## src/rtl/alu_serial_ctrl.sv

```systemverilog
// alu_serial_ctrl
//   Bit-serial initiator for an external 1-bit ALU slice. It accepts a
//   full-width operation on start_i and drives the slice one bit per cycle,
//   LSB first. Carry, equality and set are chained between cycles through
//   local registers. It then reassembles result, overflow and carry-out and
//   pulses done_o.
//
// Ports
//   clk_i, rst_i                 clock (rising edge), async active-high reset
//   start_i                      begin operation (sampled only in IDLE)
//   src1_i, src2_i [WIDTH]       operands, captured on accept
//   alu_ctrl_i [4]               {A_invert, B_invert, operation[1:0]}
//   bonus_op_i [3]               compare select
//   busy_o, done_o               handshake status / one-cycle completion pulse
//   result_o, overflow_o, cout_o assembled outputs, held until next completion
//   s_*_o                        slice drive
//   s_*_i                        slice returns
//
// Optional build macro ALU_SERIAL_ZERO_EN adds zero_o (result == 0).

module alu_serial_ctrl #(
    parameter int WIDTH = 32,
    parameter int CNT_W = $clog2(WIDTH)
) (
    input  logic             clk_i,
    input  logic             rst_i,
    input  logic             start_i,
    input  logic [WIDTH-1:0] src1_i,
    input  logic [WIDTH-1:0] src2_i,
    input  logic [3:0]       alu_ctrl_i,
    input  logic [2:0]       bonus_op_i,
    output logic             busy_o,
    output logic             done_o,
    output logic [WIDTH-1:0] result_o,
    output logic             overflow_o,
    output logic             cout_o,
    output logic             s_src1_o,
    output logic             s_src2_o,
    output logic             s_less_o,
    output logic             s_equal_o,
    output logic             s_in_equal_o,
    output logic             s_A_invert_o,
    output logic             s_B_invert_o,
    output logic             s_cin_o,
    output logic [1:0]       s_operation_o,
    output logic [2:0]       s_bonus_op_o,
    input  logic             s_result_i,
    input  logic             s_cout_i,
    input  logic             s_set_i,
    input  logic             s_set_equal_i,
    input  logic             s_overflow_i
`ifdef ALU_SERIAL_ZERO_EN
    ,
    output logic             zero_o
`endif
);

    typedef enum logic [1:0] {IDLE, RUN, CMP, DONE} state_t;

    state_t             state_q, state_d;
    logic [WIDTH-1:0]   a_sr_q, a_sr_d;
    logic [WIDTH-1:0]   b_sr_q, b_sr_d;
    logic [WIDTH-1:0]   res_sr_q, res_sr_d;
    logic [WIDTH-1:0]   result_q, result_d;
    logic [3:0]         ctrl_q, ctrl_d;
    logic [2:0]         bonus_q, bonus_d;
    logic [CNT_W-1:0]   cnt_q, cnt_d;
    logic               carry_q, carry_d;
    logic               eq_q, eq_d;
    logic               set_q, set_d;
    logic               ov_q, ov_d;
    logic               cout_q, cout_d;
`ifdef ALU_SERIAL_ZERO_EN
    logic               nz_q, nz_d;
    logic               zero_q, zero_d;
`endif

    logic               arith;
    logic               last_bit;
    logic [WIDTH-1:0]   res_shift;

    // The set value is taken from the slice sum on the last bit, so the
    // dedicated set return is not needed.
    logic unused_set;
    assign unused_set = s_set_i;

    assign arith     = (ctrl_q == 4'b0010) || (ctrl_q == 4'b0110);
    assign last_bit  = (cnt_q == CNT_W'(WIDTH - 1));
    assign res_shift = {s_result_i, res_sr_q[WIDTH-1:1]};

    always_ff @(posedge clk_i or posedge rst_i) begin
        if (rst_i) begin
            state_q  <= IDLE;
            a_sr_q   <= '0;
            b_sr_q   <= '0;
            res_sr_q <= '0;
            result_q <= '0;
            ctrl_q   <= '0;
            bonus_q  <= '0;
            cnt_q    <= '0;
            carry_q  <= 1'b0;
            eq_q     <= 1'b0;
            set_q    <= 1'b0;
            ov_q     <= 1'b0;
            cout_q   <= 1'b0;
`ifdef ALU_SERIAL_ZERO_EN
            nz_q     <= 1'b0;
            zero_q   <= 1'b0;
`endif
        end else begin
            state_q  <= state_d;
            a_sr_q   <= a_sr_d;
            b_sr_q   <= b_sr_d;
            res_sr_q <= res_sr_d;
            result_q <= result_d;
            ctrl_q   <= ctrl_d;
            bonus_q  <= bonus_d;
            cnt_q    <= cnt_d;
            carry_q  <= carry_d;
            eq_q     <= eq_d;
            set_q    <= set_d;
            ov_q     <= ov_d;
            cout_q   <= cout_d;
`ifdef ALU_SERIAL_ZERO_EN
            nz_q     <= nz_d;
            zero_q   <= zero_d;
`endif
        end
    end

    always_comb begin
        state_d       = state_q;
        a_sr_d        = a_sr_q;
        b_sr_d        = b_sr_q;
        res_sr_d      = res_sr_q;
        result_d      = result_q;
        ctrl_d        = ctrl_q;
        bonus_d       = bonus_q;
        cnt_d         = cnt_q;
        carry_d       = carry_q;
        eq_d          = eq_q;
        set_d         = set_q;
        ov_d          = ov_q;
        cout_d        = cout_q;
`ifdef ALU_SERIAL_ZERO_EN
        nz_d          = nz_q;
        zero_d        = zero_q;
`endif
        s_src1_o      = 1'b0;
        s_src2_o      = 1'b0;
        s_less_o      = 1'b0;
        s_equal_o     = 1'b0;
        s_in_equal_o  = 1'b0;
        s_A_invert_o  = 1'b0;
        s_B_invert_o  = 1'b0;
        s_cin_o       = 1'b0;
        s_operation_o = 2'b00;
        s_bonus_op_o  = 3'b000;

        case (state_q)
            IDLE: begin
                if (start_i) begin
                    a_sr_d  = src1_i;
                    b_sr_d  = src2_i;
                    ctrl_d  = alu_ctrl_i;
                    bonus_d = bonus_op_i;
                    cnt_d   = '0;
                    carry_d = alu_ctrl_i[2];
                    eq_d    = 1'b1;
`ifdef ALU_SERIAL_ZERO_EN
                    nz_d    = 1'b0;
`endif
                    state_d = RUN;
                end
            end

            RUN: begin
                s_src1_o      = a_sr_q[0];
                s_src2_o      = b_sr_q[0];
                s_cin_o       = carry_q;
                s_in_equal_o  = eq_q;
                s_A_invert_o  = ctrl_q[3];
                s_B_invert_o  = ctrl_q[2];
                // Compare runs the subtract chain here; the select happens in CMP.
                s_operation_o = (ctrl_q[1:0] == 2'b11) ? 2'b10 : ctrl_q[1:0];

                carry_d  = s_cout_i;
                eq_d     = s_set_equal_i;
                res_sr_d = res_shift;
                a_sr_d   = a_sr_q >> 1;
                b_sr_d   = b_sr_q >> 1;
                cnt_d    = cnt_q + CNT_W'(1);
`ifdef ALU_SERIAL_ZERO_EN
                nz_d     = nz_q | s_result_i;
`endif
                if (last_bit) begin
                    set_d = s_result_i;
                    if (ctrl_q[1:0] == 2'b11) begin
                        state_d = CMP;
                    end else begin
                        state_d  = DONE;
                        result_d = res_shift;
                        ov_d     = arith & s_overflow_i;
                        cout_d   = arith & s_cout_i;
`ifdef ALU_SERIAL_ZERO_EN
                        zero_d   = ~(nz_q | s_result_i);
`endif
                    end
                end
            end

            CMP: begin
                s_operation_o = 2'b11;
                s_bonus_op_o  = bonus_q;
                s_less_o      = set_q;
                s_equal_o     = eq_q;

                res_sr_d = {{(WIDTH-1){1'b0}}, s_result_i};
                result_d = {{(WIDTH-1){1'b0}}, s_result_i};
                ov_d     = 1'b0;
                cout_d   = 1'b0;
`ifdef ALU_SERIAL_ZERO_EN
                zero_d   = ~s_result_i;
`endif
                state_d  = DONE;
            end

            DONE: begin
                state_d = IDLE;
            end

            default: state_d = IDLE;
        endcase
    end

    assign busy_o     = (state_q == RUN) || (state_q == CMP);
    assign done_o     = (state_q == DONE);
    assign result_o   = result_q;
    assign overflow_o = ov_q;
    assign cout_o     = cout_q;
`ifdef ALU_SERIAL_ZERO_EN
    assign zero_o     = zero_q;
`endif

endmodule
```

## config.mk

```make
export PLATFORM = sky130hd
export DESIGN_NAME = alu_serial_ctrl
export DESIGN_NICKNAME = d
export VERILOG_FILES = /design/src/rtl/alu_serial_ctrl.sv
export SDC_FILE = /design/constraint.sdc
export NUM_CORES = 1
export LEC_CHECK = 0
export ABC_AREA = 1
export CORE_ASPECT_RATIO = 0.7
export CORE_UTILIZATION = 37
export CTS_CLUSTER_SIZE = 12
export DETAILED_ROUTE_END_ITERATION = 10
export GPL_ROUTABILITY_DRIVEN = 0
export GPL_TIMING_DRIVEN = 0
export PLACE_DENSITY = 0.65
export SETUP_SLACK_MARGIN = 0.15
export SYNTH_ARGS = -nofsm -noshare
export SYNTH_HDL_FRONTEND = slang
export SYNTH_SLANG_ARGS = --single-unit
```

## constraint.sdc

```tcl
create_clock -name clk_i -period 5.8 [get_ports clk_i]
set_clock_uncertainty 0.2 [all_clocks]
set_input_delay 1.16 -clock clk_i [delete_from_list [all_inputs] [get_ports clk_i]]
set_output_delay 1.16 -clock clk_i [all_outputs]
set_load 0.03 [all_outputs]
```

==> results of run 1 <==
[how the worst max path moves through the flow]
stage,startpoint,end,slack [ns],cells after the start
after CTS,state_q[1]$_DFFE_PP0P_,s_operation_o[1],1.78,7
after floorplan,rst_i,a_sr_q[0]$_DFFE_PP0P_,0.52,1
final,state_q[1]$_DFFE_PP0P_,s_operation_o[1],1.79,7
after global routing,state_q[1]$_DFFE_PP0P_,s_operation_o[1],1.64,7
after detailed placement,state_q[1]$_DFFE_PP0P_,s_operation_o[1],2.23,7
after global placement,rst_i,b_sr_q[13]$_DFFE_PP0P_,-1.76,2
[placed cells by master, fill, tap and decap left out, drive strengths merged]
master         Yosys  layout
clkdlybuf4s50      0     126
inv              117     128
nor2              42      42
mux2               4       4
bufinv             0       2
clkinvlp           0       2
a21oi             12      12
nand2            260     260
ha                 6       6
o211ai             3       3
nand3             48      48
o21ai            156     156
a31oi              1       1
buf               29      30
clkbuf            22      39
dfrtp            146     146
and3               1       1
[worst reg2reg max path, delay by kind of cell, from the launching register on]
kind,cells,cell delay (ns)
and+or+nand+nor,4,0.71
adders and majority gates,2,0.47
DFF,1,0.41
buffers and inverters,1,0.31
[cells in the mapped netlist]
| cell | number |
|---|---|
| inv_1 | 116 |
| nand3_1 | 48 |
| nand2_2 | 1 |
| nand2_1 | 255 |
| o21ai_0 | 149 |
| and3_1 | 1 |
| o21ai_1 | 7 |
| ha_1 | 6 |
| mux2_2 | 4 |
| buf_2 | 9 |
| clkbuf_1 | 22 |
| nand2_4 | 4 |
| dfrtp_1 | 146 |
| nor2_1 | 42 |
| inv_2 | 1 |
| a21oi_1 | 12 |
| o211ai_1 | 3 |
| buf_6 | 13 |
| buf_4 | 7 |
| a31oi_1 | 1 |
[power by group]
group	switching (uW)	internal, uW	leakage, uW
clock network	490	655	0.000294
logic	1460	777	0.00220
registers	135	1390	0.00190
total	2080	2820	0.00439
[kinds of logic (layout without fill, tap and decap cells)]
kind of cell	count (synthesis)	after routing
buffers and inverters	168	327
adders and majority gates	6	6
and+or+nand+nor	351	351
muxes	4	4
AOI/OAI and AO/OA	172	172
DFF	146	146
[sequential cells by signal, summed over array words and instances (netlist names)]
register and count:
set_q 1, a_sr_q 32, b_sr_q 32, state_q 2, eq_q 1, cout_o 1
res_sr_q 31, ctrl_q 4, bonus_q 3, result_o 32, carry_q 1, overflow_o 1
cnt_q 5
[area by class of cell]
cell class	instances	area (sq um)	share of cell area, %
flip-flops and latches	146	3650	40.5
multi-input cells	533	2400	26.6
repair buffers	127	1290	14.3
inverters	117	444	4.93
clock buffers	17	425	4.72
plain buffers	51	327	3.62
well taps	236	295	3.27
clock inverters	15	181	2.01
[routing by layer]
metal / vias up / share of wire [%]
met5: - / 0
met1: 2742 / 51
met2: 152 / 42
met4: 0 / 1.1
met3: 14 / 5.8
li1: 2943 / -
[stage by stage]
step | instance area [sq um] | utilization [%] | worst slack, ns
5_1_grt | 9020 | 50.1 | 1.64
3_5_place_dp | 8410 | 46.7 | 2.23
6_report | 9020 | 50.1 | 1.79
3_3_place_gp | 8380 | 46.5 | -1.76
4_1_cts | 9020 | 50.1 | 1.78
2_1_floorplan | 6820 | - | 0.517
==> flow_metrics.env, run 1 <==
export IMPL_grt_pass1_wl_um=27800
export IMPL_p_per_area_nw_per_um2=544
export IMPL_hold_start="bonus_q[1]$_DFFE_PP0P_"
export IMPL_final_cells=1242
export IMPL_place_inst=1210
export IMPL_die_height_um=116
export IMPL_slew_headroom_pct=52.4
export IMPL_p_leak_uw=0.00439
export IMPL_synth_cells=847
export IMPL_clk_latency_ns=0.43
export IMPL_path_clk_slew_ns=0.06
export IMPL_synth_top_family_by_area="simple AND/OR/NAND/NOR gates"
export IMPL_cts_hold_buf=0
export IMPL_setup_viol=0
export IMPL_ys_seq_area_share_pct=53.6
export IMPL_ant_nets=0
export IMPL_drt_iter0_drc=387
export IMPL_max_stage_delay_ns=0.70
export IMPL_ys_ff_latch=146
export IMPL_fin_crit_ns=4.01
export IMPL_hold_path_class="reg -> reg"
export IMPL_post_cts_buffers=0
export IMPL_synth_top_area_share_pct=53.6
export IMPL_worstPathCellList="inv_1 > ha_1 > buf_6 > clkbuf_1 > nand2_1 > a21oi_1 > clkdlybuf4s50_1"
export IMPL_cts_resized=0
export IMPL_num_rows=41
export IMPL_slowest_stage="clkdlybuf4s50_1"
export IMPL_start_kind="register"
export IMPL_synth_warnings=0
export IMPL_syn_num_nets=932
export IMPL_clock_sinks=146
export IMPL_use_met1_pct=27.9
export IMPL_grt_max_degree=76
export IMPL_ys_types=20
export IMPL_end_kind="output pin"
export IMPL_cts_buffer_depth=2
export IMPL_reg2reg_to="result_o[1]$_DFFE_PP0P_"
export IMPL_fin_crit_sh_pct=69.2
export IMPL_whs_ns=0.308
export IMPL_netlist_area_sq_um=6820
export IMPL_drc=0
export IMPL_cts_root_buf="clkbuf_16"
export IMPL_first_global_vias=5543
export IMPL_fin_total_pwr_uw=4900
export IMPL_nets=1078
export IMPL_met2_usage_pct=27.3
export IMPL_wirelength_um=16700
export IMPL_grt_util_met3_pct=3.76
export IMPL_dieWidth_um=164
export IMPL_tightest_slew_ns=0.714
export IMPL_drive_above_1_share_pct=7.26
export IMPL_synth_xor_area_share_pct=0
export IMPL_synthMuxAreaShare_pct=0.660
export IMPL_synthAdderAreaFrac_pct=1.10
export IMPL_required_ns=4.44
export IMPL_holdPathStages=1
export IMPL_top_usage_layer="met1"
export IMPL_timing_rr_start="cnt_q[0]$_DFFE_PP0P_"
export IMPL_area_delta_synth_final_pct=32.2
export IMPL_synth_compound_area_share_pct=12.7
export IMPL_wl_per_cell_um=13.5
export IMPL_crit_fanout=10
export IMPL_cp_top_family="buffers and inverters"
export IMPL_fin_tns_setup_ns=0
export IMPL_postSynthAreaPerCell_sq_um=8.05
export IMPL_worstPathArrival_ns=2.65
export IMPL_worstRegToRegCells=7
export IMPL_ff2ff_setup_slack_ns=3.65
export IMPL_dp_final_hpwl_um=11900
export IMPL_maxCapViolCount=0
export IMPL_grt_antenna_before_repair=0
export IMPL_synth_largest_area_cell="dfrtp_1"
export IMPL_cts_tree="done"
export IMPL_die_area_sq_um=19000
export IMPL_max_freq_mhz=249
export IMPL_start_util_pct=37.9
export IMPL_firstDrtPassIters=5
export IMPL_fillers=1717
export IMPL_finalHoldViolCount=0
export IMPL_status="complete, no violations"
export IMPL_overflow=0
export IMPL_via_per_inst=4.71
export IMPL_cts_buffers=17
export IMPL_maxSlewViolCount=0
export IMPL_cts_max_level=4
export IMPL_vias=5851
export IMPL_core_area_sq_um=18000
export IMPL_path_class="reg -> out"
export IMPL_ir_worst_vdd_mv=0.187
export IMPL_crit_buf_inv=4
export IMPL_num_io_pins=128
export IMPL_rsz0062_at_grt="no"
export IMPL_min_to="bonus_q[1]$_DFFE_PP0P_"
export IMPL_antenna_cells=0
export IMPL_portBuffers=126
export IMPL_synth_area_top_cells="dfrtp_1 (54%), nand2_1 (14%), o21ai_0 (11%)"
export IMPL_grt_usage_pct=18.8
export IMPL_yosys_area_share_simple_pct=20.7
Power figures use the tool's default switching activity.
==> run 2: changes to the inputs <==
==> constraint.sdc (replaced) <==
create_clock -name clk_i -period 3.74 [get_ports clk_i]
set_clock_uncertainty 0.2 [all_clocks]
set_input_delay 0.748 -clock clk_i [delete_from_list [all_inputs] [get_ports clk_i]]
set_output_delay 0.748 -clock clk_i [all_outputs]
set_load 0.03 [all_outputs]
==> flow_metrics.env, run 2 (synthesized netlist as in run 1, its figures left out) <==
export IMPL_path_clk_slew_ns=0.06
export IMPL_first_global_vias=5589
export IMPL_fillers=1757
export IMPL_use_met1_pct=27.5
export IMPL_max_stage_delay_ns=0.65
export IMPL_fin_crit_ns=3.42
export IMPL_grt_usage_pct=18.9
export IMPL_area_delta_synth_final_pct=32.7
export IMPL_rsz0062_at_grt="no"
export IMPL_whs_ns=0.300
export IMPL_ant_nets=0
export IMPL_layout_common_cells="nand2_1 (255), o21ai_0 (149), dfrtp_1 (146)"
export IMPL_cts_root_buf="clkbuf_16"
export IMPL_portBuffers=126
export IMPL_cts_buffer_depth=2
export IMPL_grt_util_met3_pct=3.65
export IMPL_grt_pass1_wl_um=27900
export IMPL_drc=0
export IMPL_tightest_slew_ns=0.585
export IMPL_crit_top_cell="inv_1"
export IMPL_worstPathCellList="inv_1 > ha_2 > buf_2 > clkbuf_4 > nand2_1 > inv_1 > clkdlybuf4s50_1"
export IMPL_drt_iter0_drc=401
export IMPL_setup_viol=0
export IMPL_antenna_cells=0
export IMPL_dp_final_hpwl_um=12300
export IMPL_slew_headroom_pct=61.0
export IMPL_ir_worst_vdd_mv=0.299
export IMPL_maxCapViolCount=0
export IMPL_slowest_stage="clkdlybuf4s50_1"
export IMPL_dieWidth_um=164
export IMPL_crit_fanout=10
export IMPL_nets=1081
export IMPL_max_freq_mhz=293
export IMPL_place_inst=1213
export IMPL_fin_crit_sh_pct=91.3
export IMPL_die_height_um=116
export IMPL_start_kind="register"
export IMPL_core_area_sq_um=18000
export IMPL_cts_max_level=4
export IMPL_overflow=0
export IMPL_die_area_sq_um=19000
export IMPL_vias=5805
export IMPL_clk_latency_ns=0.42
export IMPL_drive_above_1_share_pct=7.83
export IMPL_final_cells=1245
export IMPL_end_kind="output pin"
export IMPL_path_class="reg -> out"
export IMPL_worstPathArrival_ns=2.47
export IMPL_p_leak_uw=0.00444
export IMPL_cts_buffers=17
export IMPL_start_util_pct=37.9
export IMPL_hold_path_class="reg -> reg"
export IMPL_wl_per_cell_um=13.7
export IMPL_via_per_inst=4.66
export IMPL_clock_sinks=146
export IMPL_final_common_cell="nand2_1"
export IMPL_required_ns=2.79
export IMPL_maxSlewViolCount=0
export IMPL_grt_antenna_before_repair=0
export IMPL_cts_hold_buf=0
export IMPL_cp_top_family="buffers and inverters"
export IMPL_crit_buf_inv=5
export IMPL_firstDrtPassIters=5
export IMPL_num_rows=41
export IMPL_grt_max_degree=40
export IMPL_p_per_area_nw_per_um2=832
export IMPL_status="complete, no violations"
export IMPL_num_io_pins=128
export IMPL_wirelength_um=17000
export IMPL_finalHoldViolCount=0
export IMPL_cts_tree="done"
export IMPL_top_usage_layer="met2"
export IMPL_met2_usage_pct=28.4
run 2: area by class of cell:
cell class / count / area [sq um] / share of cell area (%)
buffer: 51 / 332 / 3.66
clock buffer: 18 / 439 / 4.85
clock inverter: 14 / 143 / 1.58
inverter: 117 / 443 / 4.89
multi-input combinational: 533 / 2400 / 26.6
sequential: 146 / 3650 / 40.3
tap: 236 / 295 / 3.26
timing repair buffer: 130 / 1350 / 14.9
run 2: layer usage:
metal / share of wire, % / routed length [um]
met3: 4.5 / 758
met4: 1.1 / 192
met5: 0 / 0
met2: 43 / 7350
met1: 51 / 8690
run 2: tightest hold or removal path: cells and delay by family, from the launching register on:
family	cells	cell delay [ns]
flip-flops	1	0.35
AND/OR/NAND/NOR	1	0.05
AO/OA/AOI/OAI	1	0.06
run 2: through the flow:
stage | total power [uW] | cell area, sq um | util (%) | worst slack, ns | TNS [ns]
4_1_cts | 7590 | 9040 | 50.2 | 0.153 | 0
5_1_grt | 8130 | 9050 | 50.3 | 0.160 | 0
6_report | 7530 | 9050 | 50.3 | 0.324 | 0
2_1_floorplan | 4730 | 6830 | - | 0.959 | 0
3_5_place_dp | 5880 | 8460 | 47.0 | 0.549 | 0
3_3_place_gp | 5810 | 8380 | 46.5 | -0.458 | -65.48
run 2: worst paths after layout:
check | start | end | slack (ns) | cells past startpoint
min reg2reg | ctrl_q[2]$_DFFE_PP0P_ | ctrl_q[2]$_DFFE_PP0P_ | 0.30 | 2
max | state_q[0]$_DFFE_PP0P_ | s_bonus_op_o[0] | 0.32 | 7
min | ctrl_q[2]$_DFFE_PP0P_ | ctrl_q[2]$_DFFE_PP0P_ | 0.30 | 2
min in group asynchronous | rst_i | res_sr_q[24]$_DFFE_PP0P_ | 0.41 | 2
max in group asynchronous | rst_i | bonus_q[1]$_DFFE_PP0P_ | 2.20 | 4
max reg2reg | cnt_q[0]$_DFFE_PP0P_ | result_o[25]$_DFFE_PP0P_ | 1.53 | 8
run 2: repair_timing:
action,CTS,global route
setup endpoints to repair,2,6
setup buffers,0,0
gates resized for setup,2,6
pin swaps,0,0
run 2: report_power, final:
part	total, uW	internal [uW]	switching, uW
Combinational	3480	1210	2270
Clock	1690	956	732
Sequential	2360	2160	208
Total	7530	4320	3210
==> run 3: changes to the inputs <==
--- a/config.mk
+++ b/config.mk
@@ -7,6 +7,7 @@
 export LEC_CHECK = 0
 export ABC_AREA = 1
 export CORE_ASPECT_RATIO = 0.7
+export CORE_MARGIN = 3
 export CORE_UTILIZATION = 37
 export CTS_CLUSTER_SIZE = 12
 export DETAILED_ROUTE_END_ITERATION = 10
==> flow_metrics.env, run 3 (synthesized netlist as in run 1, its figures left out) <==
export IMPL_final_cells=1240
export IMPL_num_rows=40
export IMPL_first_global_vias=5543
export IMPL_wl_per_cell_um=13.9
export IMPL_cts_resized=2
export IMPL_start_util_pct=38.7
export IMPL_drt_iter0_drc=431
export IMPL_p_per_area_nw_per_um2=833
export IMPL_fin_total_pwr_uw=7550
export IMPL_drive_above_1_share_pct=7.73
export IMPL_rsz0062_at_grt="no"
export IMPL_wirelength_um=17200
export IMPL_ir_worst_vdd_mv=0.287
export IMPL_hold_path_class="reg -> reg"
export IMPL_firstDrtPassIters=7
export IMPL_core_area_sq_um=17600
export IMPL_area_delta_synth_final_pct=32.9
export IMPL_cts_root_buf="clkbuf_16"
export IMPL_maxCapViolCount=0
export IMPL_cts_buffers=17
export IMPL_maxSlewViolCount=0
export IMPL_overflow=0
export IMPL_portBuffers=126
export IMPL_ant_nets=0
export IMPL_cts_buffer_depth=2
export IMPL_fillers=1741
export IMPL_place_inst=1208
export IMPL_path_clk_slew_ns=0.06
export IMPL_final_common_cell="nand2_1"
export IMPL_fin_crit_sh_pct=91.9
export IMPL_grt_pass1_wl_um=28400
export IMPL_dp_final_hpwl_um=12400
export IMPL_setup_viol=0
export IMPL_die_height_um=120
export IMPL_layout_common_cells="nand2_1 (255), o21ai_0 (149), dfrtp_1 (146)"
export IMPL_antenna_cells=0
export IMPL_slew_headroom_pct=60.1
export IMPL_num_io_pins=128
export IMPL_p_leak_uw=0.00448
export IMPL_cts_hold_buf=0
export IMPL_grt_usage_pct=17.4
export IMPL_via_per_inst=4.69
export IMPL_grt_antenna_before_repair=0
export IMPL_dieWidth_um=168
export IMPL_max_freq_mhz=291
export IMPL_cts_max_level=4
export IMPL_required_ns=2.79
export IMPL_drc=0
export IMPL_worstPathArrival_ns=2.49
export IMPL_fin_tns_setup_ns=0
export IMPL_die_area_sq_um=20100
export IMPL_path_class="reg -> out"
export IMPL_whs_ns=0.306
export IMPL_nets=1081
export IMPL_start_kind="register"
export IMPL_clk_latency_ns=0.42
export IMPL_crit_fanout=10
export IMPL_cts_tree="done"
export IMPL_grt_max_degree=43
export IMPL_finalHoldViolCount=0
export IMPL_vias=5811
export IMPL_end_kind="output pin"
export IMPL_clock_sinks=146
export IMPL_post_cts_buffers=0
export IMPL_fin_crit_ns=3.44
export IMPL_status="complete, no violations"
export IMPL_tightest_slew_ns=0.598
==> run 3: cell types whose count changed in the layout (fill, tap and decap cells not counted), moves of 2 or more <==
cell,before,now
clkdlybuf4s50_1,123,120
clkinvlp_4,3,6
dlymetal6s2s_1,2,5
inv_6,6,3
inv_8,2,0
==> run 3: layout make-up <==
class                      count  area (sq um)  area share, %
sequential                   146          3650           40.3
timing repair buffer         130          1350           14.9
clock inverter                14           155           1.71
tap                          231           289           3.19
buffer                        51           334           3.68
inverter                     117           443           4.88
clock buffer                  18           439           4.84
multi-input combinational    533          2400           26.5
==> run 3: through the flow <==
stage / setup slack (ns) / util, % / cell area (sq um)
after floorplan: 0.959 / - / 6830
after global placement: -0.447 / 47.5 / 8380
after detailed placement: 0.492 / 48.0 / 8460
after CTS: 0.153 / 51.4 / 9050
after global routing: 0.164 / 51.5 / 9070
final: 0.301 / 51.5 / 9070
==> run 3: critical path, cell delays in order, from the launching register on <==
cell and delay (ns):
dfrtp_1 0.43, inv_1 0.10, ha_1 0.30, clkbuf_4 0.27, inv_1 0.10, a21oi_1 0.14, clkdlybuf4s50_1 0.72
==> run 3: worst paths after layout <==
path | start | endpoint | slack (ns) | cells after the start
hold / removal | result_o[31]$_DFFE_PP0P_ | result_o[31]$_DFFE_PP0P_ | 0.31 | 2
max in group asynchronous | rst_i | a_sr_q[24]$_DFFE_PP0P_ | 2.15 | 4
min in group asynchronous | rst_i | cnt_q[0]$_DFFE_PP0P_ | 0.45 | 2
setup / recovery | state_q[0]$_DFFE_PP0P_ | s_operation_o[0] | 0.30 | 6
setup reg to reg | cnt_q[0]$_DFFE_PP0P_ | result_o[2]$_DFFE_PP0P_ | 1.56 | 8
hold reg to reg | result_o[31]$_DFFE_PP0P_ | result_o[31]$_DFFE_PP0P_ | 0.31 | 2
==> run 3: routing by layer <==
metal	GRT usage (%)	wire length (um)	vias up
met3	4.35	966	12
met1	26.4	8800	2713
met5	0	0	-
met4	4.45	151	0
met2	24.9	7330	149
li1	-	-	2937
==> run 3: power by group <==
| part | leakage (uW) | switching, uW | total (uW) | internal [uW] |
|---|---|---|---|---|
| clock | 0.000276 | 704 | 1710 | 1010 |
| combinational | 0.00231 | 2270 | 3480 | 1210 |
| sequential | 0.00190 | 203 | 2360 | 2160 |
| total | 0.00448 | 3180 | 7550 | 4380 |
